$ cat config.mk
export PLATFORM = sky130hd
export DESIGN_NAME = multdiv_sequencer
export DESIGN_NICKNAME = d
export VERILOG_FILES = /design/src/rtl/multdiv_sequencer_pkg.sv /design/src/rtl/multdiv_sequencer_watchdog.sv /design/src/rtl/multdiv_sequencer.sv
export SDC_FILE = /design/constraint.sdc
export NUM_CORES = 1
export LEC_CHECK = 0
export ABC_AREA = 1
export CAP_MARGIN = 0
export CORE_ASPECT_RATIO = 2
export CORE_UTILIZATION = 37
export DETAILED_ROUTE_END_ITERATION = 8
export GPL_TIMING_DRIVEN = 0
export PLACE_DENSITY = 0.75
export SLEW_MARGIN = 10
export SYNTH_ARGS = -nofsm -noshare
export SYNTH_HDL_FRONTEND = slang
export SYNTH_HIERARCHICAL = 1
export SYNTH_SLANG_ARGS = --single-unit
$ cat constraint.sdc
create_clock -name clock -period 1.37 [get_ports clock]
set_input_delay 0.274 -clock clock [delete_from_list [all_inputs] [get_ports clock]]
set_output_delay 0.274 -clock clock [all_outputs]
set_load 0.01 [all_outputs]
$ cat src/rtl/multdiv_sequencer_pkg.sv
// Shared encodings and payload types for the multiply/divide sequencer.
package multdiv_sequencer_pkg;

  localparam int unsigned XLEN    = 32;
  localparam int unsigned REG_W   = 5;
  localparam int unsigned FIELD_W = 5;

  localparam logic [FIELD_W-1:0] OPC_RTYPE   = 5'b00000;
  localparam logic [FIELD_W-1:0] ALUOP_MUL   = 5'b00110;
  localparam logic [FIELD_W-1:0] ALUOP_DIV   = 5'b00111;
  localparam logic [REG_W-1:0]   REG_RSTATUS = 5'd30;
  localparam logic [XLEN-1:0]    EXC_MUL     = 32'd4;
  localparam logic [XLEN-1:0]    EXC_DIV     = 32'd5;

  typedef enum logic [1:0] {
    ST_IDLE  = 2'd0,
    ST_ISSUE = 2'd1,
    ST_BUSY  = 2'd2,
    ST_DONE  = 2'd3
  } md_state_t;

  typedef struct packed {
    logic              is_div;
    logic [REG_W-1:0]  rd;
    logic [XLEN-1:0]   a;
    logic [XLEN-1:0]   b;
  } md_req_t;

  function automatic logic is_multdiv(input logic [FIELD_W-1:0] opcode,
                                      input logic [FIELD_W-1:0] aluop);
    return (opcode == OPC_RTYPE) && ((aluop == ALUOP_MUL) || (aluop == ALUOP_DIV));
  endfunction

endpackage

$ cat src/rtl/multdiv_sequencer_watchdog.sv
// BUSY-cycle watchdog for the multdiv sequencer; only built with MULTDIV_TIMEOUT_EN.
`ifdef MULTDIV_TIMEOUT_EN
module multdiv_sequencer_watchdog #(
  parameter int unsigned TIMEOUT_CYCLES = 64
) (
  input  logic clk,
  input  logic rst_n,
  input  logic clear,
  input  logic busy,
  output logic timeout_c
);

  localparam int unsigned CNT_W = $clog2(TIMEOUT_CYCLES + 1);

  logic [CNT_W-1:0] cnt;

  // Saturating count of BUSY cycles since the last issue.
  always_ff @(posedge clk or negedge rst_n) begin
    if (!rst_n) begin
      cnt <= '0;
    end else if (clear) begin
      cnt <= '0;
    end else if (busy && (cnt != CNT_W'(TIMEOUT_CYCLES))) begin
      cnt <= cnt + CNT_W'(1);
    end
  end

  // Fires during the last allowed BUSY cycle so DONE follows exactly TIMEOUT_CYCLES BUSY cycles.
  assign timeout_c = busy && (cnt >= CNT_W'(TIMEOUT_CYCLES - 1));

endmodule
`endif

$ cat src/rtl/multdiv_sequencer.sv
// Stalls the pipeline around the shared multi-cycle mul/div unit and writes its result back.
// Optional BUSY timeout enabled by defining MULTDIV_TIMEOUT_EN.
module multdiv_sequencer
  import multdiv_sequencer_pkg::*;
#(
  parameter int unsigned TIMEOUT_CYCLES = 64
)
(
  input  logic             clock,
  input  logic             reset,
  input  logic             dx_valid,
  input  logic [31:0]      dx_insn,
  input  logic [31:0]      dx_a,
  input  logic [31:0]      dx_b,
  input  logic             flush,
  output logic             md_ctrl_mult,
  output logic             md_ctrl_div,
  output logic [31:0]      md_a,
  output logic [31:0]      md_b,
  input  logic [31:0]      md_result,
  input  logic             md_exception,
  input  logic             md_rdy,
  output logic             stall,
  output logic             dx_squash,
  output logic             wb_valid,
  output logic [4:0]       wb_rd,
  output logic [31:0]      wb_data
);

  md_state_t state;
  md_req_t   req;

  logic [FIELD_W-1:0] opcode;
  logic [FIELD_W-1:0] aluop;
  logic               start_c;
  logic               timeout_c;
  logic               md_done_c;
  logic               md_fail_c;
  logic               unused_insn_bits;

  assign opcode           = dx_insn[31:27];
  assign aluop            = dx_insn[6:2];
  assign unused_insn_bits = ^{dx_insn[21:7], dx_insn[1:0]};

  // Reset gates start so stall is low the moment reset asserts.
  assign start_c = reset && (state == ST_IDLE) && dx_valid && !flush && is_multdiv(opcode, aluop);
  assign stall   = start_c || (state == ST_ISSUE) || (state == ST_BUSY);

  assign md_a = req.a;
  assign md_b = req.b;

`ifdef MULTDIV_TIMEOUT_EN
  multdiv_sequencer_watchdog #(
    .TIMEOUT_CYCLES(TIMEOUT_CYCLES)
  ) u_watchdog (
    .clk       (clock),
    .rst_n     (reset),
    .clear     (state == ST_ISSUE),
    .busy      (state == ST_BUSY),
    .timeout_c (timeout_c)
  );
`else
  logic unused_timeout_cfg;
  assign unused_timeout_cfg = ^32'(TIMEOUT_CYCLES);
  assign timeout_c = 1'b0;
`endif

  // A timeout without md_rdy is reported as an exception.
  assign md_done_c = md_rdy || timeout_c;
  assign md_fail_c = md_rdy ? md_exception : 1'b1;

  always_ff @(posedge clock or negedge reset) begin
    if (!reset) begin
      state        <= ST_IDLE;
      req          <= '0;
      md_ctrl_mult <= 1'b0;
      md_ctrl_div  <= 1'b0;
      dx_squash    <= 1'b0;
      wb_valid     <= 1'b0;
      wb_rd        <= '0;
      wb_data      <= '0;
    end else begin
      md_ctrl_mult <= 1'b0;
      md_ctrl_div  <= 1'b0;
      dx_squash    <= 1'b0;
      wb_valid     <= 1'b0;
      case (state)
        ST_IDLE: begin
          if (start_c) begin
            req.is_div   <= (aluop == ALUOP_DIV);
            req.rd       <= dx_insn[26:22];
            req.a        <= dx_a;
            req.b        <= dx_b;
            md_ctrl_mult <= (aluop != ALUOP_DIV);
            md_ctrl_div  <= (aluop == ALUOP_DIV);
            state        <= ST_ISSUE;
          end
        end
        ST_ISSUE: state <= ST_BUSY;
        ST_BUSY: begin
          if (md_done_c) begin
            wb_valid  <= 1'b1;
            dx_squash <= 1'b1;
            wb_rd     <= md_fail_c ? REG_RSTATUS : req.rd;
            wb_data   <= md_fail_c ? (req.is_div ? EXC_DIV : EXC_MUL) : md_result;
            state     <= ST_DONE;
          end
        end
        ST_DONE: state <= ST_IDLE;
        default: state <= ST_IDLE;
      endcase
    end
  end

endmodule

# Word-level counts from Yosys, hierarchy flattened
# Index checks and enable logic that the tools add are counted.
classes:
  n_addsub: 0
  n_mul: 0
  div: 0
  order_cmp: 0
  eq_ne: 8
  shifts: 0
  mux: 13
  bitwise: 0
  reduce_logical: 14
op_table:
  columns: ["cell", "count"]
  rows:
  - ["32-bit 2-to-1 mux", 1]
  - ["5-bit by 3-bit equality test with 1-bit output (second input constant)", 2]
  - ["1-bit 2-to-1 mux", 8]
  - ["2-bit case mux with 4 select lines", 1]
  - ["2-bit AND reduction", 3]
  - ["1-bit logical AND", 5]
  - ["5-bit zero test", 1]
  - ["5-bit 2-to-1 mux", 1]
  - ["5-bit by 3-bit inequality test with 1-bit output (second input constant)", 1]
  - ["2-bit equality test (second input constant)", 2]
  - ["2-bit 2-to-1 mux", 2]
  - ["2-bit inequality test (second input constant)", 2]
  - ["1-bit logical OR", 3]
  - ["2-bit by 1-bit equality test with 1-bit output (second input constant)", 1]
  - ["2-bit zero test", 1]
  - ["1-bit zero test", 1]
totals:
  ff_bits: 112
  latch_bits: 0
  ram_bits: 0
  rom_bits: 0
  input_bits: 134
  wordCells: 45
  memories: 0

# Logic depth before layout (Yosys ltp)
depth:
  word_depth: 7
  mapped_depth: 10
  mapped_depth_nobuf: 9

# Least setup slack after synthesis
# OpenSTA, ideal clock, no wires.
synth_timing:
  path_kind: "register to output"
  start: "register state[0]"
  end: "output port stall"
  t_arrival_ns: 1.250
  path_slack_ns: -0.154
  path_stages_with_launch: 8
  path_cell_list: "dfrtp_1 inv_1 ha_1 nand2_1 nor2_4 nand2_1 clkbuf_1 nand2_1"
synth_between:
  elab_chain_cells: 7
  elab_cells_between_ends: 9
  classes_between: "eq/ne: 2; reduce/logical: 7"
synth_rtl:
  columns: ["element", "line", "rtl"]
  rows:
  - ["from (decl)", "multdiv_sequencer.sv:30", "md_state_t state;"]
  - ["from (signal assigned)", "multdiv_sequencer.sv:74", "state <= ST_IDLE;"]
  - ["from (signal assigned)", "multdiv_sequencer.sv:96", "state <= ST_ISSUE;"]
  - ["from (signal assigned)", "multdiv_sequencer.sv:99", "ST_ISSUE: state <= ST_BUSY;"]
  - ["2-bit zero test", "multdiv_sequencer.sv:46", "assign start_c = reset && (state == ST_IDLE) && dx_valid && !flush && is_multdiv(opcode, aluop);"]
  - ["1-bit logical AND (4 in series)", "multdiv_sequencer.sv:46", null]
  - ["1-bit logical OR", "multdiv_sequencer.sv:47", "assign stall = start_c || (state == ST_ISSUE) || (state == ST_BUSY);"]
  - ["1-bit logical OR *", "multdiv_sequencer.sv:47", null]
  - ["to (decl)", "multdiv_sequencer.sv:23", "output logic stall,"]
# Every way passes the cells marked *; elsewhere a longest branch is shown, timed or not.

# Worst setup path in the final report
layout_timing:
  start: "register state[1]"
  end: "output port stall"
# Same word-level chain as after synthesis.

==> metrics <==
Rel. slew slack a little under a third; drt total wl 16,100 um; DRC violation count after routing 0; beginning of the worst register-to-register path state[0]$_DFFE_PN0P_; Area contributors post-synth dfrtp_1 (58%), nand2_1 (12%), buf_4 (10%); Critical Path RT 1.10 ns; sequence of cells on the critical path inv_2 > buf_4 > buf_4 > ha_1 > nor2_2 > nand2_4 > buf_6; area grow syn2layout 73.6%; Post-Synthesis Cells 497; Synth area leader dfrtp_1; buffer and inverter count on the worst path 4; fin crit share 132%; Least-Margin Pin Slew 1.03 ns; most used cell, CP buf_4; crit path capture type output pin; Core ar. 12,700 um2; io pins 240; slowest stage cell, crit path dfrtp_1; quantity of I/O buffers inserted on ports 222; Synth Warn # 6; register area share after synthesis 57.9%; initial core utilization roughly two fifths; worst reg-to-reg path cell count 11; Most used DFF post-synth dfrtp_1; most frequent cell after synthesis nand2_1; crit path from state[1]$_DFFE_PN0P_; PwrDens 1220 nW/um2; Ant. Diodes 0; total number of vias 4,581; clock skew between 0.01 and 0.015 ns; placed cell area 7340 um2; Synth async-reset ratio 100%; first-pass GRT wire length 24,000 um; Slew Viols, Final 0; Fin Setup TNS -23.46 ns; vias in the first global route 4,770; Die Width 82.9 um; Cell Area, Synth 4840 um2; Avg Synthesized Cell Area 9.75 um2; failing checks setup timing; setup ws final -0.445 ns; Startpoint Class flop; largest net degree at the start of global routing 44; Seq. cell area 2800 um2; Starting DRT DRC Count 172; grt ovf 0; Synth Register Bits 112; fin nets 942; Post-synth EDFFs 0; CP Max Fanout 2; syn nets 635; Lkg Pwr between 4 and 5 nW; Metal-1 WL approximately 5600 um; fin area 8410 um2; delay-heaviest family, CP buffers and inverters; flop-to-flop setup slack -0.30 ns; Max Clock Freq 551 MHz; Worst-path clk slew roughly 0.080 ns; drt pass-1 iters 4; Final Hold Slack 0.0395 ns; CTS max path bufs 2; Peak supply drop 0.987 mV; # fillers 1,016; routed length on met2 9200 um; Placer Congestion 0.812; WL met3 705 um; Distinct cells, synth 19; Tmin final 1.82 ns; Synth top area share 57.9%; final-report hold violation count 0; DRT antenna net count 0; clock net sink count 112; row count just under 60; Crit. path cell count 7; setup violators final 111; Crit Path Category flop to output pin; Hold Path Class input pin to asynchronous set/reset pin; Max Cap Violations 0; initial antenna violation count 0; CTS Buf Count 9; RSZ-0062 raised after global routing true; die height 164 um; H-tree depth 3; top sig layer met4; GRT Total Usage 22.8%; CTS tree yes; Routed WL per cell 16.8 um; Commonest cells post-synth nand2_1 (154), dfrtp_1 (112), nand3_1 (71), buf_4 (66), a22o_1 (31); worst path arrival time between 1.5 and 2 ns; critical path's largest stage delay ~0.37 ns; vias per cell 4.78; outcome complete, but fails checks; Post-DP HPWL 10,600 um; die area 13,600 um2; share of cells above drive strength 1 roughly a third; multi-input logic area 1510 um2; clock root cell clkbuf_16; Clk Latency, worst-skew pair 0.36 ns
## power by group
| part | switching, W | total, W | internal (W) |
|---|---|---|---|
| Sequential | 0.000313 | 0.00419 | 0.00388 |
| Combinational | 0.00143 | 0.00335 | 0.00193 |
| Clock | 0.00129 | 0.00275 | 0.00146 |
## worst paths after layout
kind                                        end
max                                       stall
min                         md_a[2]$_DFFE_PN0P_
max reg2reg                state[1]$_DFFE_PN0P_
min reg2reg                md_a[15]$_DFFE_PN0P_
max in group asynchronous  md_b[26]$_DFFE_PN0P_
min in group clock         md_b[10]$_DFFE_PN0P_
## kinds of logic after synthesis
family                     after synthesis  share of synthesized area [%]
and+or+nand+nor                        240                           21.0
DFF                                    112                           57.9
buffers and inverters                  103                           13.4
AOI/OAI and AO/OA                       38                           6.71
adders and majority gates                4                           1.03
## routing by layer
metal  track usage [%]  up-vias
met3              4.07       33
met4              11.3        0
met1              22.8     2210
met2              44.3      162
li1                  -     2176
met5                 0        -
## timing repair
action | 4_1_cts | 5_1_grt
hold buffers | 4 | 0
endpoints found under the setup margin | 217 | 168
cloned | 9 | 4
buffers inserted | 42 | 23
hold endpoints to repair | 27 | 0
pin swaps | 22 | 16
resized for setup | 324 | 67
## per-stage QoR
step,util [%],instances,total power [W],setup WS [ns]
finish,66.2,959,0.0103,-0.445
global route,66.2,959,0.0108,-0.505
CTS,65.1,938,0.0100,-0.481
detailed placement,57.8,870,0.00733,-1.32
global placement,57.5,869,0.00721,-4.82
floorplan,-,497,0.00545,-0.0109
## layout by cell type, fill, tap and decap left out, drive strengths merged, types with 2 or more instances in the layout
master / instances
nand3: 72
inv: 12
ha: 4
o21ai: 2
nand2: 154
dlygate4sd2: 40
clkbuf: 31
clkdlybuf4s50: 115
buf: 202
nor2: 11
dfrtp: 112
o22a: 5
clkinv: 4
clkdlybuf4s15: 4
a22o: 31
bufbuf: 4
## cell type report
class	instances	area share (%)
repair buffers	298	32.8
flip-flops and latches	112	33.3
clock inverters	7	1.06
multi-input cells	282	18.0
well taps	150	2.23
plain buffers	91	9.45
clock buffers	9	2.68
inverters	10	0.476
## state kept, by name, indices dropped and copies added (netlist names)
name          count
req               6
md_ctrl_div       1
wb_rd             5
wb_valid          1
md_ctrl_mult      1
md_b             32
md_a             32
state             2
wb_data          32
Power figures use the tool's default switching activity.
